===== src/rtl/dig_bcd_conv.sv =====
// dig_bcd_conv
// Sequential 32-bit binary to 8-digit packed BCD converter (double dabble,
// one bit per cycle) feeding the seven-segment digit driver.
//
// Ports:
//   dig_clk    clock
//   dig_rst    asynchronous active-high reset
//   in_valid   request valid; in_data sampled when in_valid && in_ready
//   in_data    32-bit unsigned value to convert
//   in_raw     (DIG_BCD_RAW_EN only) pass in_data through unconverted
//   in_ready   high only in IDLE
//   dig_we     one-cycle write strobe to the display driver
//   dig_wdata  packed BCD result, digit 0 in [3:0]; holds between strobes
//   busy       conversion in progress
//   ovf        last result saturated to 9999_9999; updates with dig_we
//
// Optional feature macro: DIG_BCD_RAW_EN (adds in_raw hex pass-through).
module dig_bcd_conv (
    input  logic        dig_clk,
    input  logic        dig_rst,
    input  logic        in_valid,
    input  logic [31:0] in_data,
`ifdef DIG_BCD_RAW_EN
    input  logic        in_raw,
`endif
    output logic        in_ready,
    output logic        dig_we,
    output logic [31:0] dig_wdata,
    output logic        busy,
    output logic        ovf
);

    typedef enum logic [1:0] {
        S_IDLE  = 2'd0,
        S_SHIFT = 2'd1,
        S_DONE  = 2'd2
    } state_t;

    state_t      state_q, state_d;
    logic [31:0] bin_q, bin_d;
    logic [39:0] acc_q, acc_d;
    logic [4:0]  cnt_q, cnt_d;
    logic [31:0] wdata_q, wdata_d;
    logic        ovf_q, ovf_d;
    logic        we_q, we_d;
    logic        busy_q, busy_d;
    logic        raw_q, raw_d;
    logic        raw_req;
    logic [39:0] acc_adj;

`ifdef DIG_BCD_RAW_EN
    assign raw_req = in_raw;
`else
    assign raw_req = 1'b0;
`endif

    // Add-3 correction on all ten digits before the shift. A digit >= 5
    // becomes at most 4'hC, so no carry ever leaves the digit.
    always_comb begin
        acc_adj = acc_q;
        for (int i = 0; i < 10; i++) begin
            if (acc_q[4*i +: 4] >= 4'd5)
                acc_adj[4*i +: 4] = acc_q[4*i +: 4] + 4'd3;
        end
    end

    always_comb begin
        state_d = state_q;
        bin_d   = bin_q;
        acc_d   = acc_q;
        cnt_d   = cnt_q;
        wdata_d = wdata_q;
        ovf_d   = ovf_q;
        raw_d   = raw_q;
        we_d    = 1'b0;
        busy_d  = 1'b0;
        case (state_q)
            S_IDLE: begin
                if (in_valid) begin
                    bin_d = in_data;
                    acc_d = 40'd0;
                    cnt_d = 5'd31;
                    raw_d = raw_req;
                    if (raw_req) begin
                        state_d = S_DONE;
                    end else begin
                        state_d = S_SHIFT;
                        busy_d  = 1'b1;
                    end
                end
            end
            S_SHIFT: begin
                {acc_d, bin_d} = {acc_adj[38:0], bin_q, 1'b0};
                if (cnt_q == 5'd0) begin
                    state_d = S_DONE;
                end else begin
                    cnt_d  = cnt_q - 5'd1;
                    busy_d = 1'b1;
                end
            end
            S_DONE: begin
                we_d    = 1'b1;
                state_d = S_IDLE;
                if (raw_q) begin
                    wdata_d = bin_q;
                    ovf_d   = 1'b0;
                end else if (acc_q[39:32] != 8'd0) begin
                    // More than eight digits: saturate the display.
                    wdata_d = 32'h9999_9999;
                    ovf_d   = 1'b1;
                end else begin
                    wdata_d = acc_q[31:0];
                    ovf_d   = 1'b0;
                end
            end
            default: state_d = S_IDLE;
        endcase
    end

    always_ff @(posedge dig_clk or posedge dig_rst) begin
        if (dig_rst) begin
            state_q <= S_IDLE;
            bin_q   <= 32'd0;
            acc_q   <= 40'd0;
            cnt_q   <= 5'd0;
            wdata_q <= 32'd0;
            ovf_q   <= 1'b0;
            we_q    <= 1'b0;
            busy_q  <= 1'b0;
            raw_q   <= 1'b0;
        end else begin
            state_q <= state_d;
            bin_q   <= bin_d;
            acc_q   <= acc_d;
            cnt_q   <= cnt_d;
            wdata_q <= wdata_d;
            ovf_q   <= ovf_d;
            we_q    <= we_d;
            busy_q  <= busy_d;
            raw_q   <= raw_d;
        end
    end

    assign in_ready  = (state_q == S_IDLE);
    assign dig_we    = we_q;
    assign dig_wdata = wdata_q;
    assign busy      = busy_q;
    assign ovf       = ovf_q;

endmodule


===== config.mk =====
export PLATFORM = sky130hd
export DESIGN_NAME = dig_bcd_conv
export DESIGN_NICKNAME = d
export VERILOG_FILES = /design/src/rtl/dig_bcd_conv.sv
export SDC_FILE = /design/constraint.sdc
export NUM_CORES = 1
export LEC_CHECK = 0
export CORE_MARGIN = 3
export CORE_UTILIZATION = 50
export CTS_CLUSTER_SIZE = 40
export DETAILED_ROUTE_END_ITERATION = 6
export PLACE_DENSITY_LB_ADDON = 0.25
export SETUP_SLACK_MARGIN = 0.15
export SYNTH_ARGS = -nofsm -noshare
export SYNTH_HDL_FRONTEND = slang
export SYNTH_SLANG_ARGS = --single-unit
export TNS_END_PERCENT = 100

===== constraint.sdc =====
create_clock -name dig_clk -period 7.6 [get_ports dig_clk]
set_input_delay 0.76 -clock dig_clk [delete_from_list [all_inputs] [get_ports dig_clk]]
set_output_delay 0.76 -clock dig_clk [all_outputs]
set_load 0.05 [all_outputs]

# After elaboration in Yosys (flattened, before gate mapping)
# Cells that the tools add are included.
# Widths: inputs -> output; s select.
# classes
add_sub_neg,11
magnitude_cmp,10
eq_ne,5
mux,26
reduce_logical,7
# ops
operator,n
$pmux 40 s2,1
$mux 32,2
$pmux 32 s2,1
$ge 4x3->1 const B,10
$mux 40,1
$add 4x2->4 const B,9
$mux 4,9
$mux 5,2
$pmux 5 s2,1
$reduce_bool 8->1,1
$ne 2x2->1 const B,3
$logic_not 5->1,1
$sub 5x1->5 const B,1
$mux 1,4
$mux 2,2
$pmux 2 s2,1
$reduce_and 2->1,2
$add 3x2->3 const B,1
$mux 3,1
$reduce_and 3->1,1
$eq 2x1->1 const B,1
$eq 2x2->1 const B,1
$logic_not 2->1,1
$pmux 1 s2,1
$reduce_bool 2->1,1
# word_totals
register_bits,114
in_bits,35
out_inout_bits,36
elab_cells,67

# Logic depth before layout (Yosys ltp)
# logic_depth
ltp_word,3
depth_mapped,7
depth_no_buf,6

# Least setup slack after synthesis
# OpenSTA, ideal clock, no wires.
# synth_path
kind,reg2out
startpoint,register state_q[0]
endpoint,output in_ready
t_arrival_ns,1.166
t_required_ns,6.840
slack_ns,5.674
path_stages_with_launch,3
path_buffers,1
cell_sequence,dfrtp_1 buf_2 nor2_1
# synth_via
elab_chain_cells,1
# synth_rtl
element,line_no,text
start: declaration,39,"state_t state_q, state_d;"
start signal: assignment,132,state_q <= state_d;
$logic_not 2->1,144,assign in_ready = (state_q == S_IDLE);
end: declaration,26,"output logic in_ready,"
# No other way between the ends.

# Worst setup path in the final report
# layout_path
startpoint,register state_q[1]
endpoint,output in_ready
# Same word-level chain as after synthesis.

==> results.json <==
{
  "status": "completed",
  "antenna_found_initial": 0,
  "ios": 71,
  "clkSinkCount": 114,
  "hp-start": "dig_wdata[31]",
  "worstPathCellList": "nor2_1 -> clkdlybuf4s50_1",
  "p_leak_nw": 3.05,
  "port_buffers": 70,
  "crit_type": "reg -> out",
  "htree_levels": 4,
  "vias": 4259,
  "cts_hold_buf": 0,
  "synthToLayoutAreaGrowth_pct": 26.3,
  "drtPass1Iterations": 5,
  "drv_slew": 0,
  "first_global_vias": 4167,
  "hold_depth": 2,
  "cts_tree": "yes",
  "setup_tns_ns": 0,
  "finalInstanceArea_um2": 6770,
  "drt_iter0_markers": 242,
  "total_power_mw": 3.01,
  "grt_remaining_overflow": 0,
  "power.density_nw_per_um2": 444,
  "drcViolationCount": 0,
  "yosysSeqAreaShare_pct": 53.2,
  "ys_warn_count": 0,
  "synth_xor_area_share_pct": 1.96,
  "layout_common_cells": "dfrtp_1 (114), nand2_1 (99), clkdlybuf4s50_1 (70)",
  "fin_crit_ns": 2.77,
  "place_area_um2": 6120,
  "clock_latency_ns": 0.51,
  "place_ws_ns": 4.58,
  "synthCells": 555,
  "path_max_fanout": 10,
  "grt_first_pass_wirelength_um": 19800,
  "groute.usage.overall_pct": 21.0,
  "relSlewSlack_pct": 17.4,
  "drive_gt1_share_pct": 6.57,
  "worst_setup_path_end_kind": "output pin",
  "grt_setup_unrepaired": "false",
  "hold_class": "reg -> reg",
  "peakVddDrop_mv": 0.288,
  "clk_path_buf_depth": 2,
  "synth_compound_area_share_pct": 17.2,
  "cp_slowest_cell": "clkdlybuf4s50_1",
  "cpPeakStageDelay_ns": 0.81,
  "synth_adder_area_share_pct": 5.37,
  "cp.required_ns": 6.84,
  "final.setup_skew_ns": 0.00732,
  "n_antenna_cell": 0,
  "yosys.area_share.simple_pct": 15.6,
  "final_common_cell": "dfrtp_1",
  "holdPathEnd": "dig_wdata[31]",
  "die_h_um": 110,
  "rows": 37,
  "cts_buffers": 17,
  "nNetsFinal": 670,
  "worstPathArrival_ns": 2.01,
  "dieArea_um2": 12000,
  "synth_nets": 613,
  "core_um2": 10400,
  "synth.ff_latch_count": 114,
  "setup_viol_count_final": 0,
  "post_drt_wl_per_cell_um": 15.3,
  "r2r_start": "acc_q[38]",
  "start_util_pct": 51.7,
  "hold_viol_final": 0,
  "wirelength_um": 11700,
  "r2r-end": "dig_wdata[0]",
  "clkTransAtPathRegs_ns": 0.06,
  "timing.reg2reg.setup_slack_ns": 5.17,
  "synth_area_um2": 5360,
  "period_share_pct": 36.5,
  "r2r_cells": 4,
  "grt_max_degree": 59,
  "place_congestion": 0.799,
  "worstMarginPinSlew_ns": 1.24,
  "postCtsSetupBuffers": 0,
  "dieWidth_um": 110,
  "routed_via_density": 5.60,
  "syn_area_per_cell_um2": 9.66,
  "synth.area.mux_share_pct": 2.05,
  "cap_violations": 0,
  "synth_top_family_by_area": "compound AO/OA/AOI/OAI gates",
  "final_util_pct": 65.3,
  "startpoint_type": "register",
  "max_freq_mhz": 361,
  "cts_resized": 0,
  "fin_ws_ns": 4.83,
  "dp_hpwl_um": 7130,
  "ant_nets": 0,
  "ys_types": 34,
  "cts_root_buffer": "clkbuf_8"
}
## cell families after synthesis
family | after synthesis
buffers and inverters | 60
muxes | 11
DFF | 114
AOI/OAI and AO/OA | 140
adders and majority gates | 23
xor gates and xnor gates | 12
and+or+nand+nor | 195
## worst max path at each step
stage | cells after the start | end | slack, ns | from
floorplan | 1 | acc_q[0] | 3.82 | dig_rst
CTS | 2 | in_ready | 4.81 | state_q[1]
finish | 2 | in_ready | 4.83 | state_q[1]
global route | 2 | in_ready | 4.77 | state_q[1]
global placement | 6 | acc_q[27] | 4.61 | in_valid
detailed placement | 6 | acc_q[27] | 4.58 | in_valid
## cells in the mapped netlist
| cell type | instances | area (um2) |
|---|---|---|
| buf_2 | 19 | 95.1 |
| a21o_1 | 1 | 7.51 |
| o22ai_1 | 17 | 106 |
| and3b_1 | 1 | 8.76 |
| nand2b_1 | 12 | 75.1 |
| nand3_1 | 2 | 10.0 |
| a32o_1 | 10 | 100 |
| clkbuf_1 | 17 | 63.8 |
| or4b_1 | 1 | 10.0 |
| nand2_1 | 99 | 372 |
| o32ai_1 | 2 | 17.5 |
| xor2_1 | 2 | 17.5 |
| xnor2_1 | 10 | 87.6 |
| mux2i_1 | 11 | 110 |
| a31oi_1 | 31 | 194 |
| a21o_2 | 1 | 8.76 |
| a311oi_1 | 1 | 8.76 |
| a21oi_1 | 18 | 90.1 |
| o31ai_1 | 18 | 135 |
| clkinv_1 | 1 | 3.75 |
| o21ai_0 | 27 | 135 |
| ha_1 | 23 | 288 |
| a41oi_1 | 1 | 8.76 |
| a22oi_1 | 2 | 15.0 |
| nor2b_1 | 2 | 12.5 |
| nor3_1 | 11 | 55.1 |
| nor4_1 | 1 | 6.26 |
| a22o_1 | 11 | 96.3 |
| dfrtp_1 | 114 | 2850 |
| nor3b_2 | 1 | 12.5 |
| or2_2 | 1 | 6.26 |
| inv_1 | 23 | 86.3 |
| nor3b_1 | 7 | 52.6 |
| nor2_1 | 57 | 214 |
## layout make-up
| class | instances | area (um2) |
|---|---|---|
| Inverter | 24 | 92.6 |
| Fill cell | 843 | 3600 |
| Clock inverter | 9 | 176 |
| Timing Repair Buffer | 74 | 731 |
| Sequential cell | 114 | 2850 |
| Multi-Input combinational cell | 381 | 2280 |
| Tap cell | 136 | 170 |
| Clock buffer | 22 | 473 |
## through the flow
step | instances | hold WS, ns
2_1_floorplan | 555 | 0.450
3_3_place_gp | 729 | 0.450
3_5_place_dp | 729 | 0.464
4_1_cts | 760 | 0.476
5_1_grt | 760 | 0.497
6_report | 760 | 0.469
## layer usage
layer,part of all wire (%),track usage [%]
met1,46,27.8
met2,47,34.0
met3,5.9,5.34
met4,1.2,6.32
met5,0,0
## sequential cells by signal, summed over array words and instances (netlist names)
register and cells:
acc_q 40, bin_q 32, dig_wdata 32, cnt_q 5
state_q 2, busy 1, dig_we 1, ovf 1
## worst max-delay path, delay by kind of cell, from the launching register on
kind | cells | cell delay, ns
DFF | 1 | 0.53
buffers and inverters | 1 | 0.81
and+or+nand+nor | 1 | 0.16
## report_power, final
group          leakage, nW  switching (mW)  internal [mW]
clock network        0.317           0.272          0.598
logic                 1.28           0.649          0.474
registers             1.45           0.177          0.835
total                 3.05            1.10           1.91
No activity file was read; power rests on OpenSTA's default activity.
==> patch: new RTL, same flow settings <==
Take the reset off `wdata_q` and load it in a clocked block of its own.
--- a/src/rtl/dig_bcd_conv.sv
+++ b/src/rtl/dig_bcd_conv.sv
@@ -124,5 +124,4 @@
             acc_q   <= 40'd0;
             cnt_q   <= 5'd0;
-            wdata_q <= 32'd0;
             ovf_q   <= 1'b0;
             we_q    <= 1'b0;
@@ -134,5 +133,4 @@
             acc_q   <= acc_d;
             cnt_q   <= cnt_d;
-            wdata_q <= wdata_d;
             ovf_q   <= ovf_d;
             we_q    <= we_d;
@@ -140,4 +138,8 @@
             raw_q   <= raw_d;
         end
+    end
+
+    always_ff @(posedge dig_clk) begin
+        wdata_q <= wdata_d;
     end
 
Check against the original RTL: same outputs for any inputs over 10 cycles, from zero or initial values and one cycle with dig_rst high; that may be too few to reach the edited logic, so the function may still have changed.
==> patch against the unedited design <==
  * Global-route usage fell by 1.7 points
  * Critical path depth did not move
  * Wire length fell by 9.5%
  * Utilization rose by 0.75 points
  * Total power fell by 6.8%
  * Synthesized area fell by 1.2%
  * Sequential cell count did not move
  * Design area fell by 2.0%
  * Worst setup slack got worse by 5.3 ps
  * Largest power group unchanged
  * Highest routed layer unchanged
==> patch: results <==
{
  "critPathMaxFanout": 11,
  "r2r_slack_ps": 5050,
  "fillCellCount": 764,
  "synthArstFlopShare_pct": 71.9,
  "reg2reg_from": "acc_q[32]",
  "min_to": "acc_q[0]",
  "routed_wl_mm": 10.5,
  "yosys.area_share.adder_pct": 5.43,
  "worst_r2r_path_depth": 5,
  "outcome": "completed",
  "synthXorXnorAreaFrac_pct": 2.48,
  "wl_per_cell_um": 15.1,
  "place.gp.congestion": 0.820,
  "timing.hold.ws_ps": 482,
  "skew_ps": 7.48,
  "dp_cells": 664,
  "worstReg2RegEnd": "dig_wdata[0]",
  "synth.area.mux_share_pct": 2.08,
  "drt-initial-drc-count": 226,
  "dp_hpwl_mm": 6.58,
  "grt_pass1_vias": 3840,
  "worstHoldStart": "bin_q[31]",
  "ys_top_cells_by_area": "dfrtp_1 (39%), edfxtp_1 (18%), ha_1 (5.4%), nand2_1 (4.8%), a31oi_1 (3.7%)",
  "vdd_drop_max_v": 0.000217,
  "finalNetCount": 608,
  "combPwrFrac_pct": 37.1,
  "slew_headroom_pct": 20.6
}
[patch: area by class of cell]
type                       instances  area share (%)
sequential                       114            45.4
multi-input combinational        321            31.4
timing repair buffer              73            10.9
clock buffer                      21            6.77
tap                              133            2.51
clock inverter                    11            1.68
inverter                          23            1.32
[patch: logic make-up after synthesis]
| family | count (synthesis) |
|---|---|
| flops | 114 |
| xor+xnor | 15 |
| mux | 11 |
| compound gates | 116 |
| fa+ha+maj | 23 |
| buf+inv | 54 |
| simple gates | 156 |
[patch: worst max path at each step]
| stage | start | end | slack, ps | cells after the start |
|---|---|---|---|---|
| finish | state_q[0] | in_ready | 4820 | 2 |
| CTS | state_q[0] | in_ready | 4800 | 2 |
| global placement | in_valid | acc_q[31] | 4690 | 6 |
| global route | state_q[0] | in_ready | 4720 | 2 |
| detailed placement | in_valid | acc_q[31] | 4630 | 6 |
| floorplan | dig_rst | acc_q[0] | 4730 | 1 |
[patch: worst register-to-register path: stages, from the launching register on]
cell	delay (ps)
dfrtp_1	400
inv_1	160
ha_1	180
nand4bb_1	490
nor3_4	870
nand2_1	180
[patch: per-stage QoR]
step | total power [mW] | util (%) | worst slack [ps] | instance area (µm²)
after floorplan | 1.82 | - | 4730 | 5300
after global placement | 1.99 | 60.5 | 4690 | 6080
after detailed placement | 2.05 | 60.5 | 4630 | 6080
after CTS | 2.81 | 66.1 | 4800 | 6640
after global routing | 2.99 | 66.1 | 4720 | 6640
final | 2.80 | 66.1 | 4820 | 6640
[patch: metal layers]
metal | part of all wire [%] | global-route usage, %
met5 | 0 | 0
met4 | 1.7 | 7.84
met3 | 6.3 | 4.50
met2 | 46 | 30.3
met1 | 46 | 26.0
